`src/rtl/axis_packet_arbiter.sv`:
```
// axis_packet_arbiter
//   Packet-level round-robin arbiter that shares one AXI-Stream output
//   between N_IN input streams. A grant is held from the first beat of a
//   packet until its tlast beat transfers, so packets never interleave.
//   After each packet the priority pointer moves to the input just past
//   the winner.
//
// Parameters
//   N_IN    number of requesting input streams
//   DATA_W  tdata width
//   IDX_W   source index width, derived from N_IN (leave at default)
//
// Ports
//   clk, rst_n          clock, synchronous active-low reset
//   in_tdata/tvalid/
//   in_tlast/in_tready  per-input streams, slice i = [i*DATA_W +: DATA_W]
//   out_tdata/tvalid/
//   out_tlast/out_tid/
//   out_tready          merged output stream, out_tid = source index
//   grant_valid         high while a packet grant is held
//   grant_idx           granted input, 0 when no grant is held
//
// Build option
//   ARB_OUT_SKID_EN     when defined, a 2-entry skid buffer registers all
//                       out_* signals and cuts the out_tready -> in_tready
//                       path; adds one cycle of latency.

module axis_packet_arbiter #(
  parameter int N_IN   = 5,
  parameter int DATA_W = 32,
  parameter int IDX_W  = $clog2(N_IN)
) (
  input  logic                   clk,
  input  logic                   rst_n,
  input  logic [N_IN*DATA_W-1:0] in_tdata,
  input  logic [N_IN-1:0]        in_tvalid,
  input  logic [N_IN-1:0]        in_tlast,
  output logic [N_IN-1:0]        in_tready,
  output logic [DATA_W-1:0]      out_tdata,
  output logic                   out_tvalid,
  output logic                   out_tlast,
  output logic [IDX_W-1:0]       out_tid,
  input  logic                   out_tready,
  output logic                   grant_valid,
  output logic [IDX_W-1:0]       grant_idx
);

  typedef enum logic {
    S_IDLE,
    S_LOCKED
  } state_t;

  state_t             state;
  logic [IDX_W-1:0]   ptr;
  logic [IDX_W-1:0]   gnt;

  logic               req_found;
  logic [IDX_W-1:0]   req_idx;
  logic [IDX_W-1:0]   cand;

  logic [DATA_W-1:0]  sel_data;
  logic               sel_valid;
  logic               sel_last;

  logic               active;
  logic               tail_xfer;

  // Round-robin search starting at ptr and wrapping at N_IN-1.
  always_comb begin
    req_found = 1'b0;
    req_idx   = '0;
    cand      = ptr;
    for (int unsigned k = 0; k < N_IN; k++) begin
      if (!req_found && in_tvalid[cand]) begin
        req_found = 1'b1;
        req_idx   = cand;
      end
      cand = (cand == IDX_W'(N_IN - 1)) ? '0 : cand + IDX_W'(1);
    end
  end

  // Mux of the granted input's stream signals.
  always_comb begin
    sel_data  = '0;
    sel_valid = 1'b0;
    sel_last  = 1'b0;
    for (int unsigned i = 0; i < N_IN; i++) begin
      if (gnt == IDX_W'(i)) begin
        sel_data  = in_tdata[i*DATA_W +: DATA_W];
        sel_valid = in_tvalid[i];
        sel_last  = in_tlast[i];
      end
    end
  end

  // Gated by rst_n so every output reads idle while reset is asserted.
  assign active      = rst_n && (state == S_LOCKED);
  assign grant_valid = active;
  assign grant_idx   = active ? gnt : '0;

`ifdef ARB_OUT_SKID_EN

  logic [DATA_W-1:0] sk_data [2];
  logic              sk_last [2];
  logic [IDX_W-1:0]  sk_tid  [2];
  logic              sk_wr_p;
  logic              sk_rd_p;
  logic [1:0]        sk_cnt;
  logic [1:0]        sk_cnt_next;
  logic              sk_room;
  logic              sk_push;
  logic              sk_pop;

  // Input side handshakes against the registered room flag only.
  assign sk_push   = (state == S_LOCKED) && sel_valid && sk_room;
  assign sk_pop    = (sk_cnt != 2'd0) && out_tready;
  assign tail_xfer = sk_push && sel_last;

  always_comb begin
    sk_cnt_next = sk_cnt;
    if (sk_push && !sk_pop) begin
      sk_cnt_next = sk_cnt + 2'd1;
    end else if (!sk_push && sk_pop) begin
      sk_cnt_next = sk_cnt - 2'd1;
    end
  end

  always_ff @(posedge clk) begin
    if (!rst_n) begin
      sk_cnt  <= 2'd0;
      sk_wr_p <= 1'b0;
      sk_rd_p <= 1'b0;
      sk_room <= 1'b1;
    end else begin
      sk_cnt  <= sk_cnt_next;
      sk_room <= (sk_cnt_next < 2'd2);
      if (sk_push) sk_wr_p <= ~sk_wr_p;
      if (sk_pop)  sk_rd_p <= ~sk_rd_p;
    end
  end

  always_ff @(posedge clk) begin
    if (sk_push) begin
      sk_data[sk_wr_p] <= sel_data;
      sk_last[sk_wr_p] <= sel_last;
      sk_tid[sk_wr_p]  <= gnt;
    end
  end

  always_comb begin
    in_tready = '0;
    for (int unsigned i = 0; i < N_IN; i++) begin
      if (active && gnt == IDX_W'(i)) in_tready[i] = sk_room;
    end
  end

  assign out_tvalid = rst_n && (sk_cnt != 2'd0);
  assign out_tdata  = out_tvalid ? sk_data[sk_rd_p] : '0;
  assign out_tlast  = out_tvalid && sk_last[sk_rd_p];
  assign out_tid    = out_tvalid ? sk_tid[sk_rd_p] : '0;

`else

  assign tail_xfer = (state == S_LOCKED) && sel_valid && sel_last && out_tready;

  always_comb begin
    in_tready = '0;
    for (int unsigned i = 0; i < N_IN; i++) begin
      if (active && gnt == IDX_W'(i)) in_tready[i] = out_tready;
    end
  end

  assign out_tvalid = active && sel_valid;
  assign out_tlast  = active && sel_last;
  assign out_tdata  = active ? sel_data : '0;
  assign out_tid    = active ? gnt : '0;

`endif

  always_ff @(posedge clk) begin
    if (!rst_n) begin
      state <= S_IDLE;
      ptr   <= '0;
      gnt   <= '0;
    end else begin
      case (state)
        S_IDLE: begin
          if (req_found) begin
            state <= S_LOCKED;
            gnt   <= req_idx;
          end
        end
        S_LOCKED: begin
          if (tail_xfer) begin
            state <= S_IDLE;
            ptr   <= (gnt == IDX_W'(N_IN - 1)) ? '0 : gnt + IDX_W'(1);
          end
        end
        default: state <= S_IDLE;
      endcase
    end
  end

endmodule
```
`config.mk`:
```
export PLATFORM = sky130hd
export DESIGN_NAME = axis_packet_arbiter
export DESIGN_NICKNAME = d
export VERILOG_FILES = /design/src/rtl/axis_packet_arbiter.sv
export SDC_FILE = /design/constraint.sdc
export NUM_CORES = 1
export LEC_CHECK = 0
export CAP_MARGIN = 15
export CORE_ASPECT_RATIO = 1.75
export CORE_MARGIN = 3
export CORE_UTILIZATION = 33
export DETAILED_ROUTE_END_ITERATION = 10
export GPL_ROUTABILITY_DRIVEN = 1
export GPL_TIMING_DRIVEN = 0
export PLACE_DENSITY = 0.94
export RECOVER_POWER = 50
export SYNTH_ARGS = -nofsm -noshare
export SYNTH_HDL_FRONTEND = slang
export SYNTH_SLANG_ARGS = --single-unit
```
`constraint.sdc`:
```
create_clock -name clk -period 5.5 [get_ports clk]
set_input_delay 1.375 -clock clk [delete_from_list [all_inputs] [get_ports clk]]
set_output_delay 1.375 -clock clk [all_outputs]
set_load 0.02 [all_outputs]
```
==> summary.txt, run 1 <==
STA
  • Worst slew margin relative to its limit: 0.392
  • Final worst clock skew: 0.000954 ns
  • Highest attainable clock frequency: 201 MHz
  • Number of setup violations in the final report: 0
  • Final Max Tran Viols: 0
  • Final Hold Viols: 0
  • Transition time of the tightest slew-check pin: 0.911 ns
  • Unrepaired setup endpoints after global routing: no
  • Minimum period implied by the final worst setup slack: 4.98 ns
  • Share of the clock period used by the worst path: 0.905
  • Final TNS setup: 0 ns

Setup path
  • Slowest library cell on the worst path: sky130_fd_sc_hd__a221oi_1
  • CP startpoint: ptr[0]$_SDFFE_PN0P_
  • Critical Path End Type: register
  • Critical path's largest stage delay: 0.70 ns
  • Launch point of the worst reg-to-reg path: ptr[0]$_SDFFE_PN0P_
  • Worst setup path endpoint: gnt[0]$_SDFFE_PN0P_
  • Maximum net fanout on the critical path: 9
  • CP arrival: 5.10 ns
  • Reg2reg setup slack: between 0.5 and 0.6 ns
  • Depth of the worst register-to-register path: 16
  • CP startpoint kind: register
  • CP cell instances: clkbuf_1 > inv_1 > ha_1 > a21oi_1 > inv_1 > ha_1 > o21ai_0 > a22o_1 > inv_1 > ha_1 > a221oi_1 > mux4_2 > nand3_1 > a41oi_1 > nor3_1 > a41o_1
  • Crit Path Class: register to register
  • Required time of the worst setup path: ~5.6 ns
  • Worst flop-to-flop path endpoint: gnt[0]$_SDFFE_PN0P_

CTS
  • Max Buffers Root-to-Sink: 2
  • Clock latency on the worst-skew pair: 0.23 ns
  • CTS HTree Levels: 1
  • PostCTS Resize Cnt: 0
  • Clock tree from TritonCTS: built
  • CTS Root Cell: sky130_fd_sc_hd__clkbuf_16
  • Clock Sink Count: 7
  • Clock slew at the register clock pins of the worst setup and hold paths: about 0.040 ns
  • Number of buffers created by CTS: 3
  • Buffers inserted during post-CTS setup optimization: 0
  • Hold buffer count at CTS: 0

Global routing
  • GR Overflow Total: 0
  • Met1 Resource Use GR: 0.322
  • Layer with the highest usage after global routing: met2
  • Initial antenna violation count: 0
  • Vias in the first global route: 4,276
  • Global-route wire length before repair: 21,300 um
  • Maximum number of pins on one net before global-route repair: 11
  • Total GRT Usage: 0.319
  • Grt met2 use: 0.596
  • GR met3 Demand/Resource: 0.0549

Die
  • Standard cell core area: 0.00696 sq mm
  • Starting utilization of the core area: 0.346
  • Die Outline Area: around 0.0084 sq mm
  • I/O Pins: roughly 220
  • Horizontal die dimension: 70.6 um
  • Rows: 40
  • DIE HEIGHT: 119 um

Pwr
  • Pwr per Cell Area: 186 mW/mm^2
  • Leakage power summed over all cells: 1.83 nW
  • Worst ir drop on vdd: 109 uV

Final layout
  • Share of layout cells above drive strength 1: 0.0330
  • Final cell count without fillers: 690
  • Area overhead of the layout relative to synthesis: 97.2%
  • Most frequent cells in the layout: sky130_fd_sc_hd__clkdlybuf4s50_1, sky130_fd_sc_hd__nor2_1, sky130_fd_sc_hd__nor3_1, sky130_fd_sc_hd__a21oi_1, sky130_fd_sc_hd__a221oi_1
  • Total Nets Final: 792
  • Antenna diode count: 0
  • Most frequent standard cell in the layout excluding fill and tap cells: sky130_fd_sc_hd__clkdlybuf4s50_1

Run
  • Max-Cap Viols: 0

Synthesis
  • Post-synthesis sequential area ratio: 0.0582
  • Syn Nets: about 570
  • Number of warning messages in the yosys log: 0
  • Fraction of registers with async set or reset after synthesis: 0
  • Synth Area in Compound Gates: 0.399
  • Primary FF master, synth: sky130_fd_sc_hd__dfxtp_1
  • Post-synthesis share of cell area spent on xor and xnor gates: 0
  • Post-synth EDFFs: 0
  • Distinct cell type count of the synthesized netlist: 49
  • Adder-cell share of the synthesized area: 0.0624
  • Avg Inst Size Synth: ~6.3 sq um
  • Number of register bits inferred by synthesis: 7
  • Post-synthesis share of cell area spent on and, or, nand and nor gates: 0.325
  • Main combinational cell family by area after synthesis: compound AO/OA/AOI/OAI gates
  • Post-synthesis instance area: 0.00241 sq mm
  • Post-synthesis instance total: ~380
  • Multiplexer share of the synthesized area: 0.0754

Route
  • Count of TritonRoute iterations in the first routing pass: 5
  • Aggregate routed wire length: 14,000 um
  • Remaining DRCs: 0
  • Iteration-0 DRC count of the detailed router: approximately 430
  • DR vias: 4,138
  • Post-DR wirelength/cell: 20.3 um
  • Antenna viol nets, final: 0
  • Vias per cell: about 6.0

Placement
  • DP Cell Count: a little under 700
  • Placer Congestion: 0.990
  • HPWL reported at the end of detailed placement: 11,700 um
  • Total of buffers placed on input and output ports: 218

Status
  • Run status: completed

Min path
  • Worst min-delay path category: register to register
-- how the worst min path moves through the flow --
stage | startpoint | endpoint | slack, ns | depth (start not counted)
after global placement | gnt[2]$_SDFFE_PN0P_ | gnt[2]$_SDFFE_PN0P_ | 0.57 | 2
final | gnt[2]$_SDFFE_PN0P_ | gnt[2]$_SDFFE_PN0P_ | 0.59 | 2
after CTS | gnt[2]$_SDFFE_PN0P_ | gnt[2]$_SDFFE_PN0P_ | 0.58 | 2
after floorplan | gnt[2]$_SDFFE_PN0P_ | gnt[2]$_SDFFE_PN0P_ | 0.53 | 2
after global routing | gnt[2]$_SDFFE_PN0P_ | gnt[2]$_SDFFE_PN0P_ | 0.61 | 2
after detailed placement | gnt[2]$_SDFFE_PN0P_ | gnt[2]$_SDFFE_PN0P_ | 0.57 | 2
-- where the power goes --
group / total [mW] / switching (mW) / internal [mW]
clock: 0.128 / 0.0313 / 0.0968
sequential: 0.0632 / 0.00705 / 0.0561
combinational: 0.693 / 0.368 / 0.325
total: 0.884 / 0.406 / 0.478
-- critical path: cells and delay by family, from the launching register on --
| kind | cells | cell delay, ns |
|---|---|---|
| flip-flops | 1 | 0.36 |
| multiplexers | 1 | 0.34 |
| buffers and inverters | 4 | 0.79 |
| adder cells (fa/ha/maj) | 3 | 0.93 |
| AO/OA/AOI/OAI | 6 | 2.20 |
| AND/OR/NAND/NOR | 2 | 0.24 |
-- sequential cells by signal (all words and copies together), names as in the netlist --
name and cells:
ptr 3, gnt 3, state 1
-- metrics by stage --
step	total power, mW	area, sq um	setup WS [ns]	util	hold slack, ns
2_1_floorplan	0.457	2410	1.83	-	0.531
3_3_place_gp	0.735	4690	0.659	0.675	0.567
3_5_place_dp	0.752	4690	0.701	0.675	0.574
4_1_cts	0.882	4770	0.659	0.686	0.580
5_1_grt	0.940	4750	0.278	0.682	0.609
6_report	0.884	4750	0.520	0.682	0.586
-- final cells by class --
| class | count | area, sq um |
|---|---|---|
| plain buffers | 36 | 146 |
| inverters | 12 | 45.0 |
| multi-input cells | 329 | 2050 |
| flip-flops and latches | 7 | 140 |
| well taps | 84 | 105 |
| clock buffers | 4 | 78.8 |
| repair buffers | 218 | 2180 |
| fillers | 612 | 2210 |
-- Yosys cell counts, drive strengths merged, types with 7 or more instances --
cell / n / share of area
ha: 12 / 0.062
nor2: 92 / 0.14
nand3: 7 / 0.017
nor3: 36 / 0.075
nand2: 15 / 0.023
inv: 12 / 0.019
a221oi: 35 / 0.13
o21ai: 8 / 0.017
mux2i: 11 / 0.047
a211oi: 33 / 0.10
a21oi: 35 / 0.073
dfxtp: 7 / 0.058
clkbuf: 29 / 0.045
buf: 7 / 0.016
-- routing by layer --
| metal | share of wire | routed length, um | vias to the layer above |
|---|---|---|---|
| li1 | - | - | 1899 |
| met1 | 0.32 | 4520 | 1865 |
| met2 | 0.53 | 7370 | 304 |
| met3 | 0.093 | 1300 | 70 |
| met4 | 0.058 | 811 | 0 |
| met5 | 0 | 0 | - |
-- cells by family after synthesis --
kind of cell / after synthesis
and+or+nand+nor: 171
AOI/OAI and AO/OA: 131
buffers and inverters: 48
muxes: 15
adders and majority gates: 12
DFF: 7
Power figures use the tool's default switching activity.
==> inputs of run 2 (changes only) <==
SKIP_LAST_GASP = 1   (was default)
==> results of run 2 <==
Same layout as run 1: the final DEF is identical, and so are final timing and power.
==> inputs of run 3 (changes only) <==
==> constraint.sdc (replaced) <==
create_clock -name clk -period 5.5 [get_ports clk]
set_input_delay 1.375 -clock clk [delete_from_list [all_inputs] [get_ports clk]]
set_output_delay 1.375 -clock clk [all_outputs]
set_load 0.05 [all_outputs]
==> results of run 3 <==
Same layout as run 1 (identical final DEF). Status: completed.
Main changes from that run: setup slack after placement 0.701 ns -> 0.501 ns; setup slack after layout 0.520 ns -> 0.326 ns; start point of the critical path ptr[0]$_SDFFE_PN0P_ -> gnt[0]$_SDFFE_PN0P_; end point of the critical path gnt[0]$_SDFFE_PN0P_ -> out_tdata[18]; total power 0.884 mW -> 0.955 mW; worst IR drop on VDD 109 uV -> 112 uV
